--- config.mk ---
export PLATFORM = sky130hd
export DESIGN_NAME = gate_sweep_ctrl
export DESIGN_NICKNAME = d
export VERILOG_FILES = /design/src/rtl/gate_sweep_ctrl.sv
export SDC_FILE = /design/constraint.sdc
export NUM_CORES = 1
export LEC_CHECK = 0
export BUFFER_PORTS_ARGS = -buffer_cell sky130_fd_sc_hd__buf_2
export CORE_MARGIN = 1
export CORE_UTILIZATION = 45
export DETAILED_ROUTE_END_ITERATION = 8
export GPL_TIMING_DRIVEN = 0
export PLACE_DENSITY = 0.68
export SLEW_MARGIN = 5
export SYNTH_ARGS = -nofsm -noshare
export SYNTH_HDL_FRONTEND = slang
export SYNTH_SLANG_ARGS = --single-unit
--- constraint.sdc ---
create_clock -name clk -period 3.3 [get_ports clk]
set_input_delay 0.33 -clock clk [delete_from_list [all_inputs] [get_ports clk]]
set_output_delay 0.33 -clock clk [all_outputs]
set_load 0.01 [all_outputs]
--- src/rtl/gate_sweep_ctrl.sv ---
// Exhaustive truth-table sweeper: drives every input vector onto a gate, samples its output, counts mismatches.
// Optional first-failure capture ports are enabled with `define GATE_SWEEP_FAIL_CAPTURE_EN.
module gate_sweep_ctrl #(
    parameter int N_IN          = 2,
    parameter int SETTLE_CYCLES = 2,
    parameter int ERR_W         = 4
) (
    input  logic                 clk,
    input  logic                 rst_n,
    input  logic                 start,
    input  logic [2**N_IN-1:0]   expected_tt,
    output logic [N_IN-1:0]      gate_in,
    input  logic                 gate_y,
    output logic                 busy,
    output logic                 done,
    output logic                 pass,
`ifdef GATE_SWEEP_FAIL_CAPTURE_EN
    output logic [N_IN-1:0]      first_fail_vec,
    output logic                 first_fail_valid,
`endif
    output logic [ERR_W-1:0]     err_count
);

    localparam int NVEC  = 2**N_IN;
    localparam int SET_W = (SETTLE_CYCLES > 1) ? $clog2(SETTLE_CYCLES) : 1;
    localparam logic [N_IN-1:0]  LAST_IDX    = N_IN'(NVEC - 1);
    localparam logic [SET_W-1:0] SETTLE_LAST = SET_W'(SETTLE_CYCLES - 1);
    localparam logic [ERR_W-1:0] ERR_MAX     = {ERR_W{1'b1}};

    typedef enum logic [1:0] {IDLE, DRIVE, CHECK, FIN} state_t;

    state_t            state, state_nxt;
    logic [N_IN-1:0]   index, index_nxt;
    logic [SET_W-1:0]  settle, settle_nxt;
    logic [NVEC-1:0]   tt_lat, tt_nxt;
    logic [ERR_W-1:0]  err_nxt;
    logic              pass_nxt;
    logic              mismatch;
`ifdef GATE_SWEEP_FAIL_CAPTURE_EN
    logic [N_IN-1:0]   ff_vec_nxt;
    logic              ff_valid_nxt;
`endif

    function automatic logic [ERR_W-1:0] sat_inc(input logic [ERR_W-1:0] v);
        return (v == ERR_MAX) ? v : v + 1'b1;
    endfunction

    assign mismatch = (gate_y != tt_lat[index]);

    always_comb begin
        state_nxt  = state;
        index_nxt  = index;
        settle_nxt = settle;
        tt_nxt     = tt_lat;
        err_nxt    = err_count;
        pass_nxt   = pass;
`ifdef GATE_SWEEP_FAIL_CAPTURE_EN
        ff_vec_nxt   = first_fail_vec;
        ff_valid_nxt = first_fail_valid;
`endif
        case (state)
            IDLE: begin
                if (start) begin
                    tt_nxt     = expected_tt;
                    index_nxt  = '0;
                    err_nxt    = '0;
                    settle_nxt = '0;
`ifdef GATE_SWEEP_FAIL_CAPTURE_EN
                    ff_vec_nxt   = '0;
                    ff_valid_nxt = 1'b0;
`endif
                    state_nxt  = DRIVE;
                end
            end
            DRIVE: begin
                if (settle == SETTLE_LAST) begin
                    state_nxt = CHECK;
                end else begin
                    settle_nxt = settle + 1'b1;
                end
            end
            CHECK: begin
                if (mismatch) begin
                    err_nxt = sat_inc(err_count);
`ifdef GATE_SWEEP_FAIL_CAPTURE_EN
                    if (!first_fail_valid) begin
                        ff_vec_nxt   = index;
                        ff_valid_nxt = 1'b1;
                    end
`endif
                end
                // pass is taken from the post-increment count so the last vector is included
                if (index == LAST_IDX) begin
                    pass_nxt  = (err_nxt == '0);
                    state_nxt = FIN;
                end else begin
                    index_nxt  = index + 1'b1;
                    settle_nxt = '0;
                    state_nxt  = DRIVE;
                end
            end
            FIN: begin
                state_nxt = IDLE;
            end
            default: begin
                state_nxt = IDLE;
            end
        endcase
    end

    always_ff @(posedge clk) begin
        if (!rst_n) begin
            state     <= IDLE;
            index     <= '0;
            settle    <= '0;
            tt_lat    <= '0;
            err_count <= '0;
            pass      <= 1'b0;
`ifdef GATE_SWEEP_FAIL_CAPTURE_EN
            first_fail_vec   <= '0;
            first_fail_valid <= 1'b0;
`endif
        end else begin
            state     <= state_nxt;
            index     <= index_nxt;
            settle    <= settle_nxt;
            tt_lat    <= tt_nxt;
            err_count <= err_nxt;
            pass      <= pass_nxt;
`ifdef GATE_SWEEP_FAIL_CAPTURE_EN
            first_fail_vec   <= ff_vec_nxt;
            first_fail_valid <= ff_valid_nxt;
`endif
        end
    end

    assign busy    = (state == DRIVE) || (state == CHECK);
    assign gate_in = busy ? index : '0;
    assign done    = (state == FIN);

endmodule

Yosys cells after proc, flatten, opt, wreduce, memory -nomap -nowiden
Index checks and enable logic that the tools add are counted.

storage, ports and cells
  bits in latches = 0
  output and inout bits = 9
  memory bits (writable) = 0
  input bits = 8
  memory bits (read-only) = 0
  register bits after elaboration = 14
  memories kept = 0

operators by class
  bitwise logic cells = 0
  reduce and logical (&&, ||, !) cells = 11
  equal/unequal tests = 9
  divide/modulo/power cells = 0
  $add $sub $neg = 3
  $mul = 0
  muxes and demuxes = 19
  order comparisons = 1
  shift operators = 0

operators with widths
  operator               count
  $mux W4                4
  $mux W2                6
  $pmux W2 S4            1
  $pmux W4 S2            1
  $reduce_and A2 Y1      4
  $eq A2 B2 Y1 const B   3
  $ne A2 B2 Y1 const B   3
  $reduce_and A3 Y1      2
  $add A4 B1 Y4 const B  1
  $eq A4 B4 Y1 const B   1
  $logic_not A4 Y1       1
  $mux W1                4
  $pmux W2 S2            1
  $lt A2 B3 Y1 const B   1
  $pmux W1 S3            1
  $reduce_bool A3 Y1     1
  $add A2 B1 Y2 const B  1
  $bmux W1 S2            1
  $eq A2 B1 Y1 const B   1
  $logic_not A2 Y1       1
  $reduce_bool A2 Y1     1
  $add A1 B1 Y1 const B  1
  $logic_or A1 B1 Y1     1
  $ne A1 B1 Y1           1

Longest topological paths before layout
  depth after elaboration = 6
  gate-level depth with buffers = 7
  gate-level depth less buffers = 6

Worst setup path after synthesis
Ideal clock, no wire load.

  path kind = reg2reg
  start point = register index[0]
  end point = register err_count[3]
  library setup time = 0.116 ns
  path buffers = 0
  arrival time = 1.696 ns
  cell stages (with the launch flop) = 5
  path slack = 1.488 ns
  path through = dfxtp_1 mux4_2 xnor2_4 o41a_1 o211a_1

on the way
  longest elaborated chain between the ends = 6

ends and longest elaborated chain
  item                           RTL line  text
  from (decl)                    33        logic [N_IN-1:0] index, index_nxt;
  from (signal assigned)         125       index <= index_nxt;
  $bmux W1 S2                    48        assign mismatch = (gate_y != tt_lat[index]);
  $mux W1 (implied by the code)  48
  $ne A1 B1 Y1                   48
  $mux W4                        83        if (mismatch) begin
  $mux W4                        61        case (state)
  $pmux W4 S2                    61
  to (signal assigned)           128       err_count <= err_nxt;
  to (decl)                      21        output logic [ERR_W-1:0] err_count

No other way between the ends. The select of a mux whose other input is x is not followed.
A chain may end at the register's enable or synchronous reset.

Worst setup path after layout
Same ends and word-level chain as after synthesis.

==> summary.md <==
| Metric | Value |
|---|---|
| Global-route wire length before repair | `2.71 mm` |
| Post-synthesis compound-gate area fraction | `21.0%` |
| Worst Hold Launch | `expected_tt[1]` |
| Final Cell Area | `995 µm²` |
| Status | `completed` |
| Clk slew on worst S/H paths | `0.08 ns` |
| Worst min-delay path class | `in -> reg` |
| Share of cells above drive strength 1 | `21.0%` |
| TritonCTS Buffers | `3` |
| Clock power share | `20.2%` |
| Drt pass-1 iters | `4` |
| Number of cells on the critical path | `4` |
| Post-CTS Setup Inserts | `0` |
| VDD IR max | `~450 µV` |
| Post-synthesis mux area share | `under 10%` |
| Synthesized net count | `around 120` |
| WL/cell | `about 11 µm` |
| Depth of the CTS H-tree | `1` |
| Hold buffers post-CTS | `0` |
| Initial core utilization | `roughly half` |
| Largest net degree at the start of global routing | `11` |
| Met1 wire length | `794 µm` |
| Adder-Cell Fraction of Synth Area | `10.3%` |
| Syn Std Cell Area | `852 µm²` |
| HPWL Detailed | `1.23 mm` |
| Crit Reg-Reg Endpoint | `err_count[3]` |
| Root buffer cell | `clkbuf_4` |
| Fin crit share | `58.0%` |
| Number of global-route vias before repair | `660` |
| CP Max Fanout | `6` |
| Max cap viols | `0` |
| Final count of hold timing violations | `0` |
| DR vias/cell | `5.29` |
| Vias | `about 760` |
| DRC | `0` |
| Crit-path cells | `mux4_2 -> xnor2_4 -> o41a_1 -> o211a_1` |
| # nets final | `135` |
| Hold slack final | `0.298 ns` |
| Critical path startpoint | `index[0]` |
| Internal power | `0.359 mW` |
| Sequential area share after synthesis | `32.9%` |
| Critical path's largest stage delay | `0.61 ns` |
| Seq pwr share | `37.6%` |
| # port buffers | `15` |
| Gate count of the mapped netlist | `100` |
| Die extent in x | `around 46 µm` |
| Synth cell types | `33` |
| Fill cells | `between 150 and 200` |
| Unrepaired setup endpoints after global routing | `false` |
| CTS Buffer Depth | `2` |
| Setup Viol. Count Final | `0` |
| Relative slew slack | `67.4%` |
| DR WL met3 | `48 µm` |
| Ant. Diodes | `0` |
| Slowest CP cell | `mux4_2` |
| Combinational Power Share | `around 42%` |
| Simple logic cell fraction of the synthesized area | `23.8%` |
| Worst slew pin tran | `0.486 ns` |
| WP data required | `3.47 ns` |
| Post-CTS sizing | `0` |
| Core Util, Final | `a little under three fifths` |
| Arrival @ worst endpoint | `around 2.1 ns` |
| Switching Share | `39.3%` |
| Leakage | `0.432 nW` |
| Post-place setup slack | `1.40 ns` |
| CP Launch Type | `flop` |
| Core ar. | `0.00175 mm²` |
| Placed Area | `roughly 960 µm²` |
| CP Capture Type | `flop` |
| Xor and xnor area share after synthesis | `about 4.3%` |
| I/O Pins | `17` |
| Routability cong. | `0.796` |
| Switch Pwr | `about 0.23 mW` |
| Setup TNS | `0 ns` |
| Slack of the worst reg-to-reg path | `1.39 ns` |
| DR iter-0 viols | `18` |
| Total die area | `0.00207 mm²` |
| GRT Total Usage | `18.0%` |
| Minimum clock period | `1.91 ns` |
| Slew Viols, Final | `0` |
| CP Capture Point | `err_count[3]` |
| Buffers & Inverters on Critical Path | `0` |
| Die boundary height | `45.5 µm` |
| FF+latch count, synth | `14` |
| Clock Sinks | `14` |
| Skew-Pair Late Insertion Delay | `0.27 ns` |
| # rows | `15` |
| Avg Inst Size Synth | `8.52 µm²` |
| Antenna violations before repair | `0` |
| Most frequent cells in the layout | `15 x buf_2, 14 x dfxtp_1, 10 x nand3_1, 10 x nand2_1, 10 x a21oi_1` |
| Area Growth Syn to Fin | `16.7%` |
| Grt ovf | `0` |
| WL met2 | `roughly 740 µm` |
| DRT Wirelength | `1.59 mm` |
| CP Class | `reg -> reg` |
| Worst R2R Path Depth | `4` |
| Power density over the cells | `594 mW/mm²` |
| Final Skew | `~0.0033 ns` |
| Fmax | `0.523 GHz` |
| PnR worst setup slack | `1.39 ns` |
| Commonest non-fill, non-tap cell in the layout | `buf_2` |
| Worst R2R Start | `index[0]` |
| CTS tree | `built` |
| Ys Warns | `0` |
| Top Metal Used | `met4` |
| CP top delay family | `multiplexers` |
| Largest family of logic cells by synthesized area | `simple AND/OR/NAND/NOR gates` |
| Post-DRT Antenna Nets | `0` |
## how the worst min path moves through the flow
stage,endpoint,cells past startpoint
after detailed placement,tt_lat[3],2
after CTS,tt_lat[1],3
after global routing,tt_lat[3],3
after floorplan,tt_lat[2],2
after global placement,tt_lat[3],2
final,tt_lat[1],3
## sequential cells by signal (all words and copies together), names as in the netlist
register	count
pass	1
tt_lat	4
settle	1
err_count	4
state	2
index	2
## metal layers
layer / vias to the layer above / global-route usage (%)
met5: - / 0
met4: 0 / 7.27
met3: 2 / 3.57
met2: 12 / 30.0
met1: 345 / 22.5
li1: 403 / -
## area by class of cell
class	count	area (µm²)	area share (%)
Clock buffer	4	36.3	3.65
Inverter	6	22.5	2.26
Multi-Input combinational cell	77	538	54.1
Buffer	3	11.3	1.13
Timing Repair Buffer	15	75.1	7.55
Sequential cell	14	280	28.2
Tap cell	25	31.3	3.14
## cell families (layout without fill, tap and decap cells)
kind of cell	count (synthesis)	in the layout
AO/OA/AOI/OAI	26	26
flip-flops	14	14
AND/OR/NAND/NOR	40	40
XOR/XNOR	2	2
adder cells (fa/ha/maj)	7	7
multiplexers	2	2
buffers and inverters	9	28
## worst min-delay path, delay by kind of cell
| family | cells | cell delay [ns] |
|---|---|---|
| buffers and inverters | 1 | 0.09 |
| and+or+nand+nor | 1 | 0.05 |
| AOI/OAI and AO/OA | 1 | 0.05 |
## metrics by stage
step | power [mW] | instances
5_1_grt | 0.645 | 144
6_report | 0.591 | 144
3_3_place_gp | 0.471 | 140
3_5_place_dp | 0.478 | 140
2_1_floorplan | 0.416 | 100
4_1_cts | 0.597 | 144
## power by group through the flow
stage	combinational [mW]	sequential (mW)	clock, mW
final	0.250	0.222	0.120
after global routing	0.288	0.226	0.131
after CTS	0.253	0.222	0.122
after detailed placement	0.252	0.226	0
after global placement	0.246	0.224	0
after floorplan	0.196	0.220	0
## cell usage after synthesis
cell type,n,area (µm²)
a211oi_1,2,15.0
and3_1,1,6.26
dfxtp_1,14,280
o2111ai_1,2,17.5
ha_1,7,87.6
o21ai_1,1,5.00
nand3b_1,1,7.51
and2_2,2,15.0
o31ai_1,2,15.0
nand2b_1,2,12.5
nor2_1,5,18.8
nor3_1,3,15.0
nor2b_1,1,6.26
or2_2,1,6.26
o21ai_0,2,10.0
xor2_1,1,8.76
clkbuf_1,3,11.3
inv_1,6,22.5
a22oi_1,1,7.51
nand4b_1,1,8.76
o41a_1,1,11.3
xnor2_4,1,27.5
a311oi_1,1,8.76
a21oi_1,10,50.1
mux2i_1,1,10.0
o211a_1,1,10.0
nand3_1,10,50.1
nand4_1,1,6.26
nand2_1,10,37.5
mux4_2,1,22.5
and2_1,2,12.5
o41ai_2,1,16.3
a31oi_1,2,12.5
Power figures use the tool's default switching activity.
